===== src/rtl/uart_pkg.sv =====
// Shared definitions for the UART transmit scheduler: requester count,
// default timing constants and the scheduler state encoding.
package uart_pkg;

  localparam int NUM_REQ               = 4;
  localparam int DEF_GAP_CYCLES        = 2;
  localparam int DEF_START_TIMEOUT     = 4;

  typedef enum logic [1:0] {
    ST_IDLE   = 2'd0,
    ST_LAUNCH = 2'd1,
    ST_SEND   = 2'd2,
    ST_GAP    = 2'd3
  } state_e;

endpackage


===== src/rtl/rr_arbiter_4.sv =====
// Four-way round-robin selector. The search starts one past the last
// granted requester, so the most recent winner has the lowest priority.
module rr_arbiter_4 (
  input  logic [3:0] req,
  input  logic [1:0] last,
  output logic [1:0] gnt_idx,
  output logic       any_req
);

  // Walk candidates from farthest to nearest so the nearest pending one wins.
  always_comb begin
    gnt_idx = last;
    for (int k = 4; k >= 1; k--) begin
      if (req[last + 2'(k)]) gnt_idx = last + 2'(k);
    end
  end

  assign any_req = |req;

endmodule


===== src/rtl/uart_tx_scheduler.sv =====
// Shares one UART transmitter among four byte requesters. A frame is
// IDLE(grant) -> LAUNCH (wait for tx_busy) -> SEND (wait for tx_busy low)
// -> GAP (enforced quiet time) -> IDLE.
//
// Handshakes: req_valid[i] is a level that the scheduler samples only in
// IDLE; the byte is taken on the sampling edge and req_ready[i] pulses for
// one cycle after it. tx_start is a level held for the whole frame; the
// transmitter answers by raising tx_busy and ends the frame by dropping it.
// Legal ranges: GAP_CYCLES 1..15, START_TIMEOUT 2..15.
module uart_tx_scheduler
  import uart_pkg::*;
#(
  parameter int GAP_CYCLES    = DEF_GAP_CYCLES,
  parameter int START_TIMEOUT = DEF_START_TIMEOUT
) (
  input  logic                 clk,
  input  logic                 rst,
  input  logic [NUM_REQ-1:0]   req_valid,
  input  logic [8*NUM_REQ-1:0] req_data,
  output logic [NUM_REQ-1:0]   req_ready,
  output logic [NUM_REQ-1:0]   tx_done,
  output logic                 tx_start,
  output logic [7:0]           tx_data,
  input  logic                 tx_busy,
  output logic                 timeout_err,
  output logic [1:0]           owner,
  output state_e               dbg_state
);

  localparam logic [3:0] GAP_LAST = 4'(GAP_CYCLES - 1);
  localparam logic [3:0] TO_LAST  = 4'(START_TIMEOUT - 1);

  state_e       state_q;
  logic [3:0]   to_cnt_q;
  logic [3:0]   gap_cnt_q;
  logic [1:0]   last_q;
  logic [1:0]   owner_q;
  logic [7:0]   data_q;
  logic         start_q;
  logic [3:0]   ready_q;
  logic [3:0]   done_q;
  logic         to_q;

  logic [1:0]   gnt_idx_d;
  logic         any_req_d;

  rr_arbiter_4 u_arb (
    .req     (req_valid),
    .last    (last_q),
    .gnt_idx (gnt_idx_d),
    .any_req (any_req_d)
  );

  // Frame sequencer; all outputs are registered and pulses last one cycle.
  always_ff @(posedge clk or posedge rst) begin
    if (rst) begin
      state_q   <= ST_IDLE;
      to_cnt_q  <= 4'd0;
      gap_cnt_q <= 4'd0;
      last_q    <= 2'd3;
      owner_q   <= 2'd0;
      data_q    <= 8'd0;
      start_q   <= 1'b0;
      ready_q   <= 4'd0;
      done_q    <= 4'd0;
      to_q      <= 1'b0;
    end else begin
      ready_q <= 4'd0;
      done_q  <= 4'd0;
      to_q    <= 1'b0;
      case (state_q)
        ST_IDLE: begin
          if (any_req_d) begin
            owner_q   <= gnt_idx_d;
            last_q    <= gnt_idx_d;
            data_q    <= req_data[{gnt_idx_d, 3'b000} +: 8];
            ready_q   <= 4'b0001 << gnt_idx_d;
            start_q   <= 1'b1;
            to_cnt_q  <= 4'd0;
            gap_cnt_q <= 4'd0;
            state_q   <= ST_LAUNCH;
          end
        end
        ST_LAUNCH: begin
          if (tx_busy) begin
            to_cnt_q  <= 4'd0;
            gap_cnt_q <= 4'd0;
            state_q   <= ST_SEND;
          end else if (to_cnt_q == TO_LAST) begin
            to_q      <= 1'b1;
            start_q   <= 1'b0;
            to_cnt_q  <= 4'd0;
            gap_cnt_q <= 4'd0;
            state_q   <= ST_GAP;
          end else begin
            to_cnt_q <= to_cnt_q + 4'd1;
          end
        end
        ST_SEND: begin
          if (!tx_busy) begin
            start_q   <= 1'b0;
            done_q    <= 4'b0001 << owner_q;
            to_cnt_q  <= 4'd0;
            gap_cnt_q <= 4'd0;
            state_q   <= ST_GAP;
          end
        end
        ST_GAP: begin
          if (gap_cnt_q == GAP_LAST) begin
            to_cnt_q  <= 4'd0;
            gap_cnt_q <= 4'd0;
            state_q   <= ST_IDLE;
          end else begin
            gap_cnt_q <= gap_cnt_q + 4'd1;
          end
        end
        default: state_q <= ST_IDLE;
      endcase
    end
  end

  assign req_ready   = ready_q;
  assign tx_done     = done_q;
  assign tx_start    = start_q;
  assign tx_data     = data_q;
  assign timeout_err = to_q;
  assign owner       = owner_q;
  assign dbg_state   = state_q;

endmodule

===== config.mk =====
export PLATFORM = sky130hd
export DESIGN_NAME = uart_tx_scheduler
export DESIGN_NICKNAME = d
export VERILOG_FILES = /design/src/rtl/uart_pkg.sv /design/src/rtl/rr_arbiter_4.sv /design/src/rtl/uart_tx_scheduler.sv
export SDC_FILE = /design/constraint.sdc
export NUM_CORES = 1
export LEC_CHECK = 0
export BUFFER_PORTS_ARGS = -buffer_cell sky130_fd_sc_hd__buf_2
export CAP_MARGIN = 20
export CORE_ASPECT_RATIO = 0.5
export CORE_UTILIZATION = 53
export CTS_BUF_LIST = sky130_fd_sc_hd__clkbuf_8 sky130_fd_sc_hd__clkbuf_16
export DETAILED_ROUTE_END_ITERATION = 16
export HOLD_SLACK_MARGIN = 0.15
export PLACE_DENSITY = 0.94
export SYNTH_ARGS = -nofsm -noshare
export SYNTH_HDL_FRONTEND = slang
export SYNTH_HIERARCHICAL = 1
export SYNTH_SLANG_ARGS = --single-unit
export TNS_END_PERCENT = 20

===== constraint.sdc =====
create_clock -name clk -period 5 [get_ports clk]
set_clock_uncertainty 0.15 [all_clocks]
set_input_delay 1 -clock clk [delete_from_list [all_inputs] [get_ports clk]]
set_output_delay 1 -clock clk [all_outputs]
set_load 0.03 [all_outputs]

==> reports/results.ini, run 1 <==
[critical_path]
worstSetupStartpointType=primary input
path_class=in2reg
r2r_cells=4
crit_path_end_kind=flip-flop
worst-path-max-fanout=11
critPathArrivalTime_ns=2.89
cp.required_ns=5.02

[logic_synthesis]
synthXorXnorAreaFrac=0
synthMuxAreaShare=0.178
synthesis.area_sq_um=1720
syn_nets=190
synth_top_family_by_area=multiplexers
seq_area_frac_synth=0.468
ys_types=37
syn_inst=143
synth_fa_ha_area_frac=0.0583
yosys.area_share.simple=0.158
synth_seq_cells=32
ys.warnings.count=6
synth_area_per_cell_sq_um=12.0
synth_compound_area_frac=0.105

[pwr]
swShare=0.431
p_seq_frac=0.327
p_comb_frac=0.522
powerDensity_nw_per_um2=606
ir_worst_vdd_v=0.000378
p_clk_frac=0.151
fin_total_pwr_mw=1.30
p_leak_nw=1.10
p_switching_mw=0.561
intPower_mw=0.740

[sta]
fmax_mhz=349
grt_setup_unrepaired=no
fin_crit_ns=2.87
fin_crit_sh=0.574
tightestPinTransition_ns=1.11
whs_ns=0.351
final_hold_viol_count=0
final_max_slew_viol_count=0
tns_ns=0
finalSetupViolations=0
slew_headroom=0.258

[floorplanning]
die_width_um=82.5
core_area_sq_um=3050
start_util=0.563
io_pins=61
die_h_um=42.2
dieArea_sq_um=3480
rows=14

[drt]
vias=1382
wire_per_inst_um=14.4
ant_nets=0
dr.first_iter.drc_count=49
first_pass_iters=4
route.detailed.drc=0
vias_per_cell=5.55
totalWireLength_um=3580

[global_route]
antenna_found_initial=0
grt_usage=0.241
grt_pass1_wl_um=5880
grt_pass1_vias=1311
grt_max_degree=33
grt_remaining_overflow=0

[clock_tree]
clkLatencyLatePin_ns=0.29
cts_buffers=5
root_buffer=clkbuf_8
cts_tree=built
cts_hold_buf=0
clock-sinks=32
cts.clk_slew.worst_paths_ns=0.06
clockBufferDepth=2
post_cts_buffers=0
htreeDepth=2
ctsResizeCount=0

[placement]
dp_hpwl_um=2620
gp_congestion=0.825
portBuffers=60

[run_status]
status=finished clean

[final_layout]
syn2layout_area_growth_pct=25.0
drive_gt1_frac=0.431
layout_commonest_cell=buf_2
diodes=0
n_fill_cell=221
final_nets=255
final_cell_mix=buf_2, dfrtp_1, inv_1

[run]
cap_violations=0

[hold_path]
min_path_type=reg2reg
hold_depth=1

[Yosys cell counts (all sizes together)]
cell type	number	share of area
dfrtp	30	0.44
nor2	11	0.024
inv	10	0.022
nand2	10	0.022
mux2	9	0.059
o21ai	9	0.026
ha	8	0.058
mux4	8	0.11
nand2b	5	0.023
a21o	3	0.013
a21oi	3	0.0087
and2	3	0.011
nand3	3	0.0087
nor3	3	0.0087
o211ai	3	0.024
o41ai	3	0.015
clkbuf	2	0.0044
dfstp	2	0.031
mux2i	2	0.012
nor2b	2	0.0073
nor3b	2	0.018
nor4bb	2	0.012
a221o	1	0.0058
a31oi	1	0.0036
and4b	1	0.0058
buf	1	0.0066
nand4b	1	0.0051
nor4	1	0.0036
nor4b	1	0.0051
o22ai	1	0.0036
o31ai	1	0.0044
or4	1	0.0044
[path summary, 6_finish.rpt]
kind                                    from           to  slack, ns
worst min register to register    tx_data[0]   tx_data[0]       0.35
max in group asynchronous                rst    last_q[0]       3.75
worst min-delay path              tx_data[0]   tx_data[0]       0.35
worst max register to register     last_q[1]   tx_data[5]       2.46
min in group asynchronous                rst  to_cnt_q[0]       0.63
worst max-delay path            req_valid[0]   tx_data[5]       2.13
[worst max-delay path, stage by stage]
cell	delay (ns)
buf_2	0.12
a21oi_1	0.13
a31oi_1	0.06
a21oi_1	0.86
mux4_2	0.44
mux2_2	0.28
[power by group through the flow]
stage	Clock (mW)	Combinational [mW]	Sequential, mW
CTS	0.200	0.682	0.424
global route	0.212	0.736	0.438
floorplan	0	0.386	0.551
detailed placement	0	0.668	0.427
finish	0.197	0.680	0.425
global placement	0	0.639	0.422
[logic make-up after synthesis]
family	after synthesis
AO/OA/AOI/OAI	25
adder cells (fa/ha/maj)	8
flip-flops	32
AND/OR/NAND/NOR	46
buffers and inverters	13
multiplexers	19
[metrics by stage]
| step | utilization | setup WS (ns) | instances | cell area (sq um) |
|---|---|---|---|---|
| floorplan | - | 2.33 | 143 | 1720 |
| finish | 0.704 | 2.13 | 249 | 2150 |
| global route | 0.704 | 2.04 | 249 | 2150 |
| CTS | 0.704 | 2.18 | 249 | 2150 |
| global placement | 0.674 | 1.98 | 241 | 2060 |
| detailed placement | 0.674 | 1.89 | 241 | 2060 |
[routing by layer]
metal | part of all wire | vias up | GRT usage | wire (um)
li1 | - | 654 | - | -
met1 | 0.42 | 681 | 0.300 | 1490
met2 | 0.52 | 37 | 0.379 | 1850
met3 | 0.044 | 10 | 0.0674 | 158
met4 | 0.023 | 0 | 0.137 | 81
met5 | 0 | - | 0 | 0
[layout make-up]
type                    instances  area [sq um]  area share
flip-flops and latches         32           803       0.374
clock buffers                   6          82.6      0.0385
multi-input cells              98           857       0.399
repair buffers                 61           308       0.143
inverters                      10          37.5      0.0175
clock inverters                 2          7.51     0.00350
well taps                      40          50.0      0.0233
[state kept, by name, indices dropped and copies added, names as in the netlist, 2 cells and up]
register / flops
tx_done: 4
to_cnt_q: 4
owner: 2
gap_cnt_q: 4
req_ready: 4
tx_data: 8
dbg_state: 2
last_q: 2
Power figures use the tool's default switching activity.
==> run 2: changes to the inputs <==
--- a/config.mk
+++ b/config.mk
@@ -5,14 +5,15 @@
 export SDC_FILE = /design/constraint.sdc
 export NUM_CORES = 1
 export LEC_CHECK = 0
+export ABC_AREA = 1
 export BUFFER_PORTS_ARGS = -buffer_cell sky130_fd_sc_hd__buf_2
 export CAP_MARGIN = 20
 export CORE_ASPECT_RATIO = 0.5
-export CORE_UTILIZATION = 53
+export CORE_UTILIZATION = 46
 export CTS_BUF_LIST = sky130_fd_sc_hd__clkbuf_8 sky130_fd_sc_hd__clkbuf_16
 export DETAILED_ROUTE_END_ITERATION = 16
 export HOLD_SLACK_MARGIN = 0.15
-export PLACE_DENSITY = 0.94
+export PLACE_DENSITY = 0.86
 export SYNTH_ARGS = -nofsm -noshare
 export SYNTH_HDL_FRONTEND = slang
 export SYNTH_HIERARCHICAL = 1
==> constraint.sdc (replaced) <==
create_clock -name clk -period 2.4 [get_ports clk]
set_clock_uncertainty 0.15 [all_clocks]
set_input_delay 0.48 -clock clk [delete_from_list [all_inputs] [get_ports clk]]
set_output_delay 0.48 -clock clk [all_outputs]
set_load 0.03 [all_outputs]
==> reports/results.ini, run 2 <==
[run_status]
status=finished clean

[logic_synthesis]
syn_nets=301
synth_area_leaders=dfrtp_1, nand2_1, ha_1
synth.top_cell.area_share=0.399
synth_most_common_cell=nand2_1
synth_common_cells=nand2_1, dfrtp_1, inv_1
synth_top_cell_by_area=dfrtp_1
synthesis.area_sq_um=1880
synth_seq_cells=32
ys.warnings.count=6
synthArstFlopShare=1.00
ys_types=28
synth_area_per_cell_sq_um=7.40
syn_inst=254
seq_area_frac_synth=0.427
synthFlopType=dfrtp_1
synth_enable_flop_cells=0

[hold_path]
min_path_type=in2reg

[clock_tree]
clock-sinks=32
htreeDepth=2
cts_buffers=5
post_cts_buffers=0
clkLatencyLatePin_ns=0.29
cts.clk_slew.worst_paths_ns=0.07
clockBufferDepth=2
root_buffer=clkbuf_8
cts_tree=built

[critical_path]
cp.required_ns=2.47
critPathArrivalTime_ns=2.29
critPathMaxStageDelay_ns=0.68
worstSetupStartpointType=flip-flop
crit_path_cell_trace=inv_8 -> nand2_2 -> nand3_1 -> nand2_1 -> inv_2 -> nand2_1 -> nand3_1 -> nand2_2 -> nand2_1 -> inv_1 -> nand2_1 -> nand4_1 -> nand2_1 -> nand2_1
worst-path-max-fanout=10
path_class=reg2reg
crit_path_end_kind=flip-flop
slowest_stage=dfstp_2
path_common_cell=nand2_1

[drt]
first_pass_iters=9
ant_nets=0
totalWireLength_um=4520
dr.first_iter.drc_count=111
wire_per_inst_um=12.1
route.detailed.drc=0
vias_per_cell=5.14
vias=1917

[final_layout]
utilization=0.645
drive_gt1_frac=0.301
final_nets=368
largest_reg_flops=8
n_fill_cell=312
layout_commonest_cell=nand2_1
syn2layout_area_growth_pct=25.6
diodes=0
final_cell_mix=nand2_1, buf_2, dfrtp_1

[placement]
dp_hpwl_um=3360
gp_congestion=0.877
portBuffers=60
pre_cts_slack_ns=0.00563

[sta]
final_hold_viol_count=0
slew_headroom=0.732
tightestPinTransition_ns=0.402
final_max_slew_viol_count=0
fmax_mhz=451
tns_ns=0
fin_crit_sh=0.924
fin_crit_ns=2.22
finalSetupViolations=0
grt_setup_unrepaired=no
worst_slack_ns=0.182

[global_route]
grt_pass1_wl_um=6890
grt_remaining_overflow=0
grt_max_degree=33
grt_pass1_vias=1662
grt_usage=0.211
antenna_found_initial=0

[pwr]
ir_worst_vdd_v=0.000701
powerDensity_nw_per_um2=1490
p_leak_nw=1.35

[run]
cap_violations=0

[floorplanning]
die_width_um=92.4
dieArea_sq_um=4360
start_util=0.514
io_pins=61
rows=15
core_area_sq_um=3660
die_h_um=47.2

==> run 2: changes by cell type in the layout (fill, tap and decap cells not counted), moves of 7 or more <==
cell	before	now
mux4_2	7	0
mux2_2	9	0
nand2_1	10	111
inv_1	12	20
nand4_1	0	12
nand2_2	0	13
==> run 2: through the flow <==
step | instances | hold slack [ns] | cell area, sq um | power, mW
floorplan | 254 | 0.305 | 1880 | 2.49
global placement | 364 | 0.303 | 2240 | 2.89
detailed placement | 364 | 0.308 | 2240 | 2.98
CTS | 373 | 0.313 | 2350 | 3.45
global route | 373 | 0.323 | 2360 | 3.80
finish | 373 | 0.322 | 2360 | 3.51
==> run 2: final cells by class <==
| class | instances | area (sq um) | area share |
|---|---|---|---|
| Timing Repair Buffer | 63 | 325 | 0.138 |
| Sequential cell | 32 | 803 | 0.340 |
| Clock buffer | 7 | 96.3 | 0.0408 |
| Clock inverter | 1 | 3.75 | 0.00159 |
| Multi-Input combinational cell | 193 | 963 | 0.408 |
| Inverter | 26 | 105 | 0.0445 |
| Tap cell | 51 | 63.8 | 0.0270 |
==> run 2: layer usage <==
metal,part of all wire,track usage,vias to the layer above
met5,0,0,-
li1,-,-,938
met4,0.024,0.109,0
met1,0.41,0.239,890
met2,0.51,0.388,71
met3,0.053,0.0583,18
==> run 2: power breakdown <==
group          total, mW  leakage (nW)  internal [mW]  switching [mW]
sequential         0.909         0.416          0.743           0.166
combinational       2.14         0.879          0.672            1.47
clock              0.455        0.0557          0.257           0.198
total               3.51          1.35           1.67            1.83
==> run 2: kinds of logic after synthesis <==
| family | count (synthesis) | share of synthesized area |
|---|---|---|
| buffers and inverters | 29 | 0.0666 |
| flip-flops | 32 | 0.427 |
| AND/OR/NAND/NOR | 168 | 0.398 |
| XOR/XNOR | 1 | 0.00466 |
| AO/OA/AOI/OAI | 16 | 0.0499 |
| adder cells (fa/ha/maj) | 8 | 0.0533 |
==> run 2: final timing paths <==
| path | startpoint | endpoint | slack (ns) | cells after the start |
|---|---|---|---|---|
| min reg2reg | tx_start | tx_start | 0.32 | 2 |
| max reg2reg | last_q[0] | tx_data[7] | 0.18 | 14 |
| min | tx_busy | tx_done[3] | 0.32 | 2 |
| max in group asynchronous | rst | last_q[0] | 1.10 | 4 |
| max | last_q[0] | tx_data[7] | 0.18 | 14 |
| min in group asynchronous | rst | gap_cnt_q[3] | 0.66 | 4 |
==> run 2: critical path, delay by kind of cell, from the launching register on <==
kind,cells,cell delay [ns]
buf+inv,3,0.29
flops,1,0.68
simple gates,11,1.03
==> run 2: repair_timing <==
action                                 4_1_cts  5_1_grt
hold buffers                                 1        0
setup endpoints to repair                    0        8
resized for setup                            0        4
endpoints found under the hold margin       30        0
